$ cat src/rtl/vga_pkg.sv
// Shared types and constants for the VGA scanout path.
// 640x480@60 timing, 320x240 RGB332 framebuffer pages.
package vga_pkg;

  localparam int FB_W      = 320;
  localparam int FB_H      = 240;
  localparam int PAGE_SIZE = FB_W * FB_H;

  localparam int H_ACTIVE = 640;
  localparam int H_FP     = 16;
  localparam int H_SYNC   = 96;
  localparam int H_BP     = 48;
  localparam int H_TOTAL  = 800;

  localparam int V_ACTIVE = 480;
  localparam int V_FP     = 10;
  localparam int V_SYNC   = 2;
  localparam int V_BP     = 33;
  localparam int V_TOTAL  = 525;

  typedef logic [7:0] rgb332_t;

  typedef struct packed {
    logic [3:0] r;
    logic [3:0] g;
    logic [3:0] b;
  } rgb444_t;

  typedef enum logic [1:0] {
    IDLE,
    ARMED,
    DONE
  } swap_state_t;

  // MSB replication keeps full-scale codes at full scale
  function automatic rgb444_t rgb_expand(input rgb332_t p);
    rgb444_t c;
    c.r = {p[7:5], p[7]};
    c.g = {p[4:2], p[4]};
    c.b = {p[1:0], p[1:0]};
    return c;
  endfunction

endpackage

$ cat src/rtl/vga_sync_delay.sv
// L-deep shift line carrying hsync, vsync and visible
// so they leave alongside the pixel they belong to.
module vga_sync_delay
  import vga_pkg::*;
#(
  parameter int L = 3
) (
  input  logic clk,
  input  logic rst_n,
  input  logic hs,
  input  logic vs,
  input  logic vis,
  output logic hs_d,
  output logic vs_d,
  output logic vis_d,
  output logic vs_pre
);

  logic [L-1:0] hs_sr;
  logic [L-1:0] vs_sr;
  logic [L-1:0] vis_sr;

  always_ff @(posedge clk or negedge rst_n) begin
    if (!rst_n) begin
      hs_sr  <= '1;
      vs_sr  <= '1;
      vis_sr <= '0;
    end else begin
      hs_sr  <= {hs_sr[L-2:0], hs};
      vs_sr  <= {vs_sr[L-2:0], vs};
      vis_sr <= {vis_sr[L-2:0], vis};
    end
  end

  assign hs_d   = hs_sr[L-1];
  assign vs_d   = vs_sr[L-1];
  assign vis_d  = vis_sr[L-1];
  assign vs_pre = vs_sr[L-2];

endmodule

$ cat src/rtl/vga_scanout.sv
// Framebuffer scanout: address gen, RGB332->444 expand,
// sync alignment and vsync-locked page flipping.
module vga_scanout
  import vga_pkg::*;
#(
  parameter int FB_W      = vga_pkg::FB_W,
  parameter int FB_H      = vga_pkg::FB_H,
  parameter int PAGE_SIZE = vga_pkg::PAGE_SIZE,
  parameter int ADDR_W    = 18,
  parameter int RD_LAT    = 1
) (
  input  logic              clk,
  input  logic              rst_n,
  input  logic [9:0]        px_x,
  input  logic [8:0]        px_y,
  input  logic              visible,
  input  logic              hsync_in,
  input  logic              vsync_in,
  input  logic              swap_req,
  output logic              swap_ack,
  output logic              front_page,
  output logic              fb_rd_en,
  output logic [ADDR_W-1:0] fb_rd_addr,
  input  logic [7:0]        fb_rd_data,
  output logic [3:0]        vga_r,
  output logic [3:0]        vga_g,
  output logic [3:0]        vga_b,
  output logic              vga_hs,
  output logic              vga_vs,
  output logic              frame_start
);

  localparam int L = RD_LAT + 2;

  // A misconfigured geometry or latency never fetches
  localparam logic GEOM_OK = (FB_W * FB_H == PAGE_SIZE)
                          && (RD_LAT >= 1) && (RD_LAT <= 3);

  swap_state_t state;
  swap_state_t state_nx;
  logic        vs_prev;
  logic        vs_fall;
  logic        do_swap;

  logic [ADDR_W-1:0] x_w;
  logic [ADDR_W-1:0] y_w;
  logic [ADDR_W-1:0] base;
  logic [ADDR_W-1:0] addr_nx;

  rgb444_t pix;
  logic    vis_d;
  logic    vs_pre;

  assign x_w  = ADDR_W'(px_x);
  assign y_w  = ADDR_W'(px_y);
  assign base = front_page ? ADDR_W'(PAGE_SIZE) : '0;

  // y*320 as y*256 + y*64
  assign addr_nx = base + (y_w << 8) + (y_w << 6) + x_w;

  always_ff @(posedge clk or negedge rst_n) begin
    if (!rst_n) begin
      fb_rd_en   <= 1'b0;
      fb_rd_addr <= '0;
    end else begin
      fb_rd_en <= visible & GEOM_OK;
      if (visible) begin
        fb_rd_addr <= addr_nx;
      end
    end
  end

  always_ff @(posedge clk or negedge rst_n) begin
    if (!rst_n) begin
      pix <= '0;
    end else begin
      pix <= rgb_expand(fb_rd_data);
    end
  end

  assign vga_r = vis_d ? pix.r : 4'h0;
  assign vga_g = vis_d ? pix.g : 4'h0;
  assign vga_b = vis_d ? pix.b : 4'h0;

  vga_sync_delay #(
    .L(L)
  ) u_dly (
    .clk   (clk),
    .rst_n (rst_n),
    .hs    (hsync_in),
    .vs    (vsync_in),
    .vis   (visible),
    .hs_d  (vga_hs),
    .vs_d  (vga_vs),
    .vis_d (vis_d),
    .vs_pre(vs_pre)
  );

  // Registered so it lands on the same cycle vga_vs falls
  always_ff @(posedge clk or negedge rst_n) begin
    if (!rst_n) begin
      frame_start <= 1'b0;
    end else begin
      frame_start <= vga_vs & ~vs_pre;
    end
  end

  assign vs_fall = vs_prev & ~vsync_in;

  always_comb begin
    state_nx = state;
    do_swap  = 1'b0;
    unique case (state)
      IDLE: begin
        if (swap_req) state_nx = ARMED;
      end
      ARMED: begin
        if (!swap_req) begin
          state_nx = IDLE;
        end else if (vs_fall) begin
          state_nx = DONE;
          do_swap  = 1'b1;
        end
      end
      DONE: begin
        if (!swap_req) state_nx = IDLE;
      end
      default: state_nx = IDLE;
    endcase
  end

  always_ff @(posedge clk or negedge rst_n) begin
    if (!rst_n) begin
      state      <= IDLE;
      vs_prev    <= 1'b1;
      front_page <= 1'b0;
      swap_ack   <= 1'b0;
    end else begin
      state      <= state_nx;
      vs_prev    <= vsync_in;
      front_page <= front_page ^ do_swap;
      swap_ack   <= do_swap;
    end
  end

endmodule

$ cat config.mk
export PLATFORM = sky130hd
export DESIGN_NAME = vga_scanout
export DESIGN_NICKNAME = d
export VERILOG_FILES = /design/src/rtl/vga_pkg.sv /design/src/rtl/vga_sync_delay.sv /design/src/rtl/vga_scanout.sv
export SDC_FILE = /design/constraint.sdc
export NUM_CORES = 1
export LEC_CHECK = 0
export CORE_MARGIN = 4
export CORE_UTILIZATION = 49
export CTS_CLUSTER_DIAMETER = 40
export DETAILED_ROUTE_END_ITERATION = 6
export PLACE_DENSITY_LB_ADDON = 0.3
export SLEW_MARGIN = 20
export SYNTH_ARGS = -nofsm -noshare
export SYNTH_HDL_FRONTEND = slang
export SYNTH_HIERARCHICAL = 1
export SYNTH_SLANG_ARGS = --single-unit
$ cat constraint.sdc
create_clock -name clk -period 6.5 [get_ports clk]
set_input_delay 1.625 -clock clk [delete_from_list [all_inputs] [get_ports clk]]
set_output_delay 1.625 -clock clk [all_outputs]
set_load 0.005 [all_outputs]
==> metrics.md <==
| Metric | Value |
|---|---|
| Max-cap viol count | 0 |
| Tot Pwr | 917 uW |
| Post-synth top cells | dfrtp_1 (35), ha_1 (14), mux2_2 (10) |
| Final hold slack | 0.354 ns |
| RSZ-0062 raised after global routing | no |
| Final min period | 3.92 ns |
| LEAKAGE | 0.00124 uW |
| Slew Limit Headroom | 40.3% |
| Post-synthesis net count | 229 |
| Drc violations | 0 |
| Fin Setup TNS | 0 ns |
| Final RePlAce weighted congestion | 0.867 |
| Post-DP HPWL | 3.47 mm |
| Buf+Inv Stages, Crit Path | 3 |
| Period utilisation layout | 60.3% |
| Power Density | 316 nW/um2 |
| Vias in the first global route | 1553 |
| Post-CTS Resized | 0 |
| Crit-path slowest cell | fa_1 |
| Core area | 4060 um2 |
| Synth Register Bits | 42 |
| WL final | 4.50 mm |
| Library cells used by synthesis | 42 |
| Slew Viols, Final | 0 |
| Initial drt markers | 65 |
| Count of flip-flops with a built-in enable after synthesis | 0 |
| Combinational share of power | 40.9% |
| CP cell instances | clkdlybuf4s50_1 > inv_1 > fa_1 > inv_1 > fa_1 > a211o_2 > a211oi_1 > or4_1 > nand3_1 |
| Fillers | 303 |
| DIE HEIGHT | 73.3 um |
| Mapped cell area | 2090 um2 |
| Floorplan row count | 23 |
| Fmax | 255 MHz |
| Maximum vdd drop | 208 uV |
| CP Class | primary input to flip-flop |
| Yosys warnings | 6 |
| Clock-pin slew on the worst setup and hold paths | 0.08 ns |
| Horiz. Die Dim | 73.3 um |
| First-pass GRT wire length | 7.34 mm |
| Cell taking the most area after synthesis | dfrtp_1 |
| Worst-Margin Slew | 0.895 ns |
| Max Fanout on Critical Path | 4 |
| Total track usage | 18.0% |
| # setup viols final | 0 |
| Synth top area share | 41.9% |
| Ys flop type | dfrtp_1 |
| Hold-fix buffers, CTS | 0 |
| Largest net degree at the start of global routing | 43 |
| I/O pin cnt | 69 |
| Port Buffers | 68 |
| Starting Density | 51.6% |
| Clk Latency, worst-skew pair | 0.29 ns |
| Area delta synth->final | 38.7% |
| Sequential area share after synthesis | 50.7% |
| Critical Path RT | 6.68 ns |
| CP endpoint kind | flip-flop |
| CP max stage delay | 0.52 ns |
| Post-Synthesis Cells | 176 |
| Most numerous cell in the Yosys netlist | dfrtp_1 |
| FFs w/ async S/R, synth | 100% |
| Sw power | 294 uW |
| Sw frac | 32.0% |
| Final Hold Fails | 0 |
| Antenna violations before repair | 0 |
| CTS tree | built |
| Final #Nets | 297 |
| Startpoint Class | primary input |
| N_diodes | 0 |
| Layout cell share with drive strength beyond 1 | 12.7% |
| Reg power frac | 36.6% |
| Status | finished, final reports clean |
| Syn_area_per_cell | 11.9 um2 |
| Core Util, Final | 71.5% |
| Total grt overflow | 0 |
| DR WL/cell | 15.2 um |
| Total CTS buffers | 5 |
| Post-CTS Repair Setup Buffers | 0 |
| Vias per std cell | 5.25 |
| Die area | 5380 um2 |
| Clk pwr share | 22.5% |
| Hold/Removal Path Class | flip-flop to flip-flop |
| H-tree Lvls | 2 |
| Clock sinks | 42 |
| DR pass1 iterations | 4 |
| CTS root buf | clkbuf_8 |
| Synth area leaders | dfrtp_1 (42%), dfstp_2 (8.8%), ha_1 (8.4%), fa_1 (5.7%), mux2_2 (5.4%) |
| CP Data Arrival Time | 4.10 ns |
| Antenna viol nets, final | 0 |
| CTS max path bufs | 2 |
| Pint | 623 uW |
| DR vias | 1549 |
| Worst clock skew | 0.00277 ns |
| Family with the most delay on the worst path | adder cells |
## final timing paths
| check | startpoint | endpoint | slack, ns | cells past startpoint |
|---|---|---|---|---|
| setup / recovery | px_y[0] | fb_rd_addr[17] | 2.58 | 9 |
| hold / removal | u_dly/vis_sr[0] | u_dly/vis_sr[1] | 0.35 | 0 |
| setup reg to reg | front_page | fb_rd_addr[16] | 4.09 | 6 |
| hold reg to reg | u_dly/vis_sr[0] | u_dly/vis_sr[1] | 0.35 | 0 |
| max in group asynchronous | rst_n | frame_start | 4.50 | 1 |
| min in group asynchronous | rst_n | fb_rd_addr[4] | 1.45 | 1 |
## placed cells by master, fill, tap and decap left out, types with 7 or more instances in the layout
cell and n:
ha_1 14, dfstp_2 7, clkdlybuf4s50_1 67, nor2_1 8, a21oi_1 7, dfrtp_1 35, and2_1 8, nand2_1 9
inv_1 9, mux2_2 10
## power by group through the flow
stage | registers [uW] | logic, uW | clock network, uW
after floorplan | 341 | 213 | 0
after global placement | 339 | 368 | 0
after detailed placement | 341 | 374 | 0
after CTS | 337 | 377 | 213
after global routing | 342 | 418 | 225
final | 335 | 375 | 206
## metrics by stage
| stage | worst slack (ns) | instance area (um2) | std cells |
|---|---|---|---|
| finish | 2.58 | 2900 | 295 |
| global route | 2.46 | 2900 | 295 |
| CTS | 2.59 | 2900 | 295 |
| detailed placement | 2.27 | 2790 | 287 |
| global placement | 2.34 | 2790 | 287 |
| floorplan | 2.91 | 2090 | 176 |
## metal layers
layer,global-route usage [%],vias up,wire (um)
met3,3.97,6,286
met5,0,-,0
met4,5.43,0,59
met1,22.5,729,1910
li1,-,761,-
met2,31.2,53,2250
## logic make-up after synthesis
family,share of synthesized area (%)
buf+inv,4.13
simple gates,10.8
compound gates,13.6
xor+xnor,0.837
fa+ha+maj,14.1
mux,5.86
flops,50.7
## cell type report
| cell class | count | area (um2) | area share (%) |
|---|---|---|---|
| Clock buffer | 5 | 68.8 | 2.37 |
| Clock inverter | 3 | 43.8 | 1.51 |
| Inverter | 10 | 37.5 | 1.29 |
| Multi-Input combinational cell | 116 | 946 | 32.6 |
| Sequential cell | 42 | 1060 | 36.5 |
| Tap cell | 50 | 62.6 | 2.16 |
| Timing Repair Buffer | 69 | 683 | 23.5 |
## sequential cells by signal (all words and copies together), names as in the netlist, 2 cells and up
| signal | flops |
|---|---|
| fb_rd_addr | 18 |
| pix | 8 |
| state | 2 |
| u_dly/hs_sr | 3 |
| u_dly/vis_sr | 3 |
| u_dly/vs_sr | 3 |
## worst register-to-register path, cell delays in order (launching register included)
cell and delay, ns:
dfrtp_1 0.52, fa_1 0.48, ha_1 0.40, a21oi_1 0.25
o21ai_0 0.18, or2_2 0.33, o211ai_1 0.16
Power figures use the tool's default switching activity.
